--- config.mk ---
export PLATFORM = sky130hd
export DESIGN_NAME = xor_stream_ctrl
export DESIGN_NICKNAME = d
export VERILOG_FILES = /design/src/rtl/xor_stream_ctrl.sv
export SDC_FILE = /design/constraint.sdc
export NUM_CORES = 1
export LEC_CHECK = 0
export ABC_CLOCK_PERIOD_IN_PS = 7010
export CAP_MARGIN = 20
export CORE_MARGIN = 1.5
export CORE_UTILIZATION = 47
export CTS_CLUSTER_DIAMETER = 200
export CTS_CLUSTER_SIZE = 8
export DETAILED_ROUTE_END_ITERATION = 7
export PLACE_DENSITY_LB_ADDON = 0.15
export SETUP_SLACK_MARGIN = 0.02
export SLEW_MARGIN = 15
export SYNTH_ARGS = -nofsm -noshare
export SYNTH_HDL_FRONTEND = slang
export SYNTH_SLANG_ARGS = --single-unit
--- constraint.sdc ---
create_clock -name clk -period 7.01 [get_ports clk]
set_input_delay 1.0515 -clock clk [delete_from_list [all_inputs] [get_ports clk]]
set_output_delay 1.0515 -clock clk [all_outputs]
set_load 0.02 [all_outputs]
--- src/rtl/xor_stream_ctrl.sv ---
// XOR stream controller: reads a byte buffer, XORs each byte with a key that
// rotates left once per byte, and writes the result back in place.
module xor_stream_ctrl (
    input  logic       clk,
    input  logic       reset,
    input  logic       start,
    input  logic       abort,
    input  logic [7:0] base_addr,
    input  logic [7:0] length,
    input  logic [7:0] key,
    input  logic [7:0] mem_rdata,
    output logic       mem_read,
    output logic       mem_write,
    output logic [7:0] mem_addr,
    output logic [7:0] mem_wdata,
    output logic       busy,
    output logic       done,
    output logic [7:0] count
);

    typedef enum logic [1:0] {
        S_IDLE  = 2'd0,
        S_READ  = 2'd1,
        S_WRITE = 2'd2,
        S_DONE  = 2'd3
    } state_t;

    state_t     state_r;
    state_t     state_s;
    logic [7:0] base_r;
    logic [7:0] len_r;
    logic [7:0] key_r;
    logic [7:0] idx_r;
    logic [7:0] count_r;
    logic [7:0] data_r;
    logic [7:0] idx_next_s;
    logic       last_s;

    assign idx_next_s = idx_r + 8'd1;
    assign last_s     = (idx_next_s == len_r);
    assign count      = count_r;

    // State register
    always_ff @(posedge clk or posedge reset) begin
        if (reset) begin
            state_r <= S_IDLE;
        end else begin
            state_r <= state_s;
        end
    end

    // Next-state logic; abort only matters while a transfer is in flight
    always_comb begin
        state_s = state_r;
        case (state_r)
            S_IDLE: begin
                if (start) begin
                    state_s = (length == 8'd0) ? S_DONE : S_READ;
                end else begin
                    state_s = S_IDLE;
                end
            end
            S_READ: begin
                if (abort) begin
                    state_s = S_IDLE;
                end else begin
                    state_s = S_WRITE;
                end
            end
            S_WRITE: begin
                if (abort) begin
                    state_s = S_IDLE;
                end else if (last_s) begin
                    state_s = S_DONE;
                end else begin
                    state_s = S_READ;
                end
            end
            S_DONE:  state_s = S_IDLE;
            default: state_s = S_IDLE;
        endcase
    end

    // Job parameters, byte index, running key and data register
    always_ff @(posedge clk or posedge reset) begin
        if (reset) begin
            base_r  <= 8'h00;
            len_r   <= 8'h00;
            key_r   <= 8'h00;
            idx_r   <= 8'h00;
            count_r <= 8'h00;
            data_r  <= 8'h00;
        end else begin
            case (state_r)
                S_IDLE: begin
                    if (start) begin
                        base_r  <= base_addr;
                        len_r   <= length;
                        key_r   <= key;
                        idx_r   <= 8'h00;
                        count_r <= 8'h00;
                        data_r  <= 8'h00;
                    end
                end
                S_READ: begin
                    if (!abort) begin
                        data_r <= mem_rdata ^ key_r;
                    end
                end
                S_WRITE: begin
                    if (!abort) begin
                        idx_r   <= idx_next_s;
                        count_r <= count_r + 8'd1;
                        key_r   <= {key_r[6:0], key_r[7]};
                    end
                end
                default: begin
                end
            endcase
        end
    end

    // Memory strobes are combinational so abort can suppress them in-cycle
    always_comb begin
        mem_read  = 1'b0;
        mem_write = 1'b0;
        mem_addr  = 8'h00;
        mem_wdata = 8'h00;
        busy      = 1'b0;
        done      = 1'b0;
        case (state_r)
            S_READ: begin
                busy     = 1'b1;
                mem_addr = base_r + idx_r;
                mem_read = ~abort;
            end
            S_WRITE: begin
                busy      = 1'b1;
                mem_addr  = base_r + idx_r;
                mem_wdata = data_r;
                mem_write = ~abort;
            end
            S_DONE:  done = 1'b1;
            default: begin
            end
        endcase
    end

endmodule
**After elaboration in Yosys (flattened, before gate mapping)**

Cells that the tools add are included.

- Add/subtract/negate cells: 3
- Multiply operators: 0
- Div/mod/pow operators: 0
- Magnitude comparators: 0
- Equality and inequality tests: 7
- Shifts and indexed selects: 0
- Mux-type cells: 22
- Bitwise gates (word level): 2
- Reduce and logical (&&, ||, !) cells: 8

Operator list:

| cell | number |
|---|---|
| two-way mux 8 bit | 8 |
| case mux 8 bit (2 select lines) | 4 |
| adder 8 x 1 -> 8 bit, second input constant | 2 |
| two-way mux 2 bit | 5 |
| adder 8 bit | 1 |
| == test 8 bit | 1 |
| zero test 8 bit | 1 |
| case mux 2 bit (4 select lines) | 1 |
| XOR 8 bit | 1 |
| != test 2 bit, second input constant | 3 |
| AND reduction 3 bit | 2 |
| == test 2 bit, second input constant | 2 |
| two-way mux 1 bit | 4 |
| nonzero test 2 bit | 2 |
| == test 2 x 1 -> 1 bit, second input constant | 1 |
| zero test 2 bit | 1 |
| AND reduction 2 bit | 1 |
| OR reduction 2 bit | 1 |
| inverter 1 bit | 1 |

- Flip-flop bits (word level): 50
- Latch bits: 0
- Memory bits (writable): 0
- Bits in read-only memories: 0
- Input bits: 36
- Output and inout port bits: 28
- Logic and storage cells: 49
- Memories: 0

**Depth between registers and ports, before layout**

- Depth after elaboration: 5
- Depth in mapped cells: 10
- Gate-level depth less buffers: 8

**Worst setup path before layout**

OpenSTA, ideal clock, no wires.

- Kind: register to output
- Start: register idx_r[0]
- End: output port mem_addr[6]
- Arrival time: 2.050 ns
- Path slack: 3.909 ns
- Stages on the path, launching flop included: 8
- Buffers on the path: 0
- Path through: dfrtp_1 > ha_1 > fa_1 > a21o_1 > a21o_1 > a21oi_1 > nor3_1 > or3_1

- Cells in the longest elaborated chain, start to end: 2

Ends and longest elaborated chain:

| item | RTL line | RTL |
|---|---|---|
| start, declared | 33 | `logic [7:0] idx_r;` |
| start signal, assigned | 112 | `idx_r <= idx_next_s;` |
| adder 8 bit | 134, 139 |  |
| two-way mux 8 bit | -- |  |
| end, declared | 14 | `output logic [7:0] mem_addr,` |

Every way passes these cells.

**Final worst setup path**

Same ends and word-level chain as after synthesis.

==> impl_metrics.toml <==
[run_status]
outcome = "finished, final reports clean"

[setup_path]
cp_data_required_time_ns = 5.96
r2r_slack_ns = 4.50
r2r_cells = 8
path_max_fanout = 7
critPathLaunchType = "flip-flop"
cp-end-kind = "primary output"
cp.arrival_ns = 2.95
criticalPathCategory = "reg2out"

[global_route]
grt-ovfl-total = 0
grt_pass1_vias = 2098
antenna_found_initial = 0
grt.total_usage = 0.202
grt_max_degree = 51
grt_pass1_wl_mm = 10.1

[detailed_routing]
wl_per_cell_um = 14.2
wl_mm = 6.00
dr.first_iter.drc_count = 76
ant_nets = 0
avgViaCountPerCell = 5.30
dr.pass1.iters = 4
vias = 2243
drc_errors = 0

[cells_and_area]
fill_cells = 525
diodes = 0
regArea_um2 = 1250
final_nets = 397
syn2layout_area_growth_pct = 27.2
final_cells = 423
postLayoutCoreUtil = 0.618
design_area_um2 = 3660
drive_gt1_frac = 0.0977
multi_input_area_um2 = 1500

[yosys]
async_flop_share = 1.00
synth-main-ff-cell = "dfrtp_1"
synth_top_area_cell = "dfrtp_1"
ys_types = 45
synth_top_area_frac = 0.435
yosysMostFrequentCell = "dfrtp_1"
yosysWarnings = 0
synth_area_leaders = "dfrtp_1 (43%), mux2_2 (6.3%), xor2_1 (5.8%)"
ys_top_cells_by_count = "dfrtp_1 (50), nand2_1 (25), o21ai_0 (25)"
synth.net_count = 336
ys_seq_area_frac = 0.435
synth_area_um2 = 2880
synth-seq-cells = 50
synthCells = 286
syn_avg_cell_area_um2 = 10.1
synth_edf_count = 0

[place]
routabilityCongestion = 0.814
dpl_cell_area_um2 = 3540
placed_cells = 414
dp.final_hpwl_mm = 4.34
io_buffers = 63
place_ws_ns = 3.35

[timing]
period_needed_ns = 4.00
worst_pin_slew_ns = 0.859
slew_violations = 0
finalClockSkew_ns = 0.00517
timing.final.setup_violations = 0
rsz0062_at_grt = "no"
hold_violations = 0
fin_ws_ns = 3.01
slew_headroom = 0.426
holdWs_ns = 0.525
min_period_over_period = 0.570
tns_ns = 0
fmax_mhz = 250

[floorplan]
top_level_ports = 64
initial_utilization = 0.486
num_rows = 28
die_h_um = 81.3
die_area_um2 = 6600
fp.coreArea_um2 = 5920
die_w_um = 81.3

[job]
max_cap_violations = 0

[power_and_ir_drop]
power_density_nw_per_um2 = 202
irDropWorstVdd_uv = 104
finalPower_mw = 0.741
leakagePower_nw = 1.62

[worst_hold_path]
holdPathStages = 1
hp-class = "reg2reg"

[clocking]
path_clk_slew_ns = 0.10
cts-hold-fix-buffers = 0
cts_setup_buffers = 0
cts-resized-gates = 0
clock_latency_ns = 0.31
cts_sinks = 50
numCtsBuffers = 5
clock_path_buffers = 2
tritoncts = "built"
htree_levels = 2
cts-root-buf = "clkbuf_8"
registers in the layout, summed over array words and instances, names as in the netlist:
name and cells:
data_r 8, base_r 8, idx_r 8, key_r 8
len_r 8, state_r 2, count 8
report_power, final:
group	internal [mW]	switching, mW
logic	0.102	0.0970
registers	0.330	0.0314
clock network	0.0741	0.107
total	0.506	0.235
path summary, 6_finish.rpt:
check                                 from          end
worst max-delay path              idx_r[0]  mem_addr[6]
worst min-delay path             base_r[5]    base_r[5]
worst max register to register  state_r[0]     count[7]
worst min register to register   base_r[5]    base_r[5]
max in group asynchronous            reset     idx_r[2]
min in group asynchronous            reset     count[6]
layer usage:
metal | up-vias | routed length, um | global-route usage
li1 | 1117 | - | -
met1 | 1075 | 2890 | 0.289
met2 | 46 | 2770 | 0.309
met3 | 5 | 284 | 0.0416
met4 | 0 | 54 | 0.0552
met5 | - | 0 | 0
worst max-delay path, stage by stage, from the launching register on:
cell and delay (ns):
dfrtp_1 0.47, ha_1 0.24, fa_1 0.40, a21o_1 0.18, a21o_1 0.19, a21oi_1 0.18, nor3_1 0.08, or3_1 0.36
clkdlybuf4s50_1 0.54
logic make-up after synthesis:
group           count (synthesis)  share of synthesized area
compound gates                 52                      0.113
simple gates                   89                      0.163
mux                            25                     0.0939
fa+ha+maj                      14                     0.0635
buf+inv                        27                     0.0439
flops                          50                      0.435
xor+xnor                       29                     0.0883
placed cells by master, fill, tap and decap left out, types with 2 or more instances in the layout:
cell / n
a21oi_1: 7
nand3_1: 15
a22o_1: 3
nor4_1: 2
mux2i_1: 9
and2_1: 13
inv_1: 14
or3_1: 2
and3_1: 4
mux2_2: 16
o21ai_0: 25
o22ai_1: 3
nor3_1: 4
nand2_1: 25
and3b_1: 2
dfrtp_1: 50
xor2_1: 19
a21o_1: 4
xnor2_1: 10
nand2b_1: 3
clkinv_4: 2
nand4_1: 2
inv_2: 2
clkdlybuf4s50_1: 63
clkbuf_8: 5
nor2b_1: 2
nor2_1: 9
ha_1: 13
layout make-up:
cell class                      count  area share
Clock buffer                        5      0.0188
Clock inverter                      3     0.00786
Inverter                           16      0.0164
Multi-Input combinational cell    209       0.410
Sequential cell                    50       0.342
Tap cell                           75      0.0256
Timing Repair Buffer               65       0.180
No activity file was read; power rests on OpenSTA's default activity.
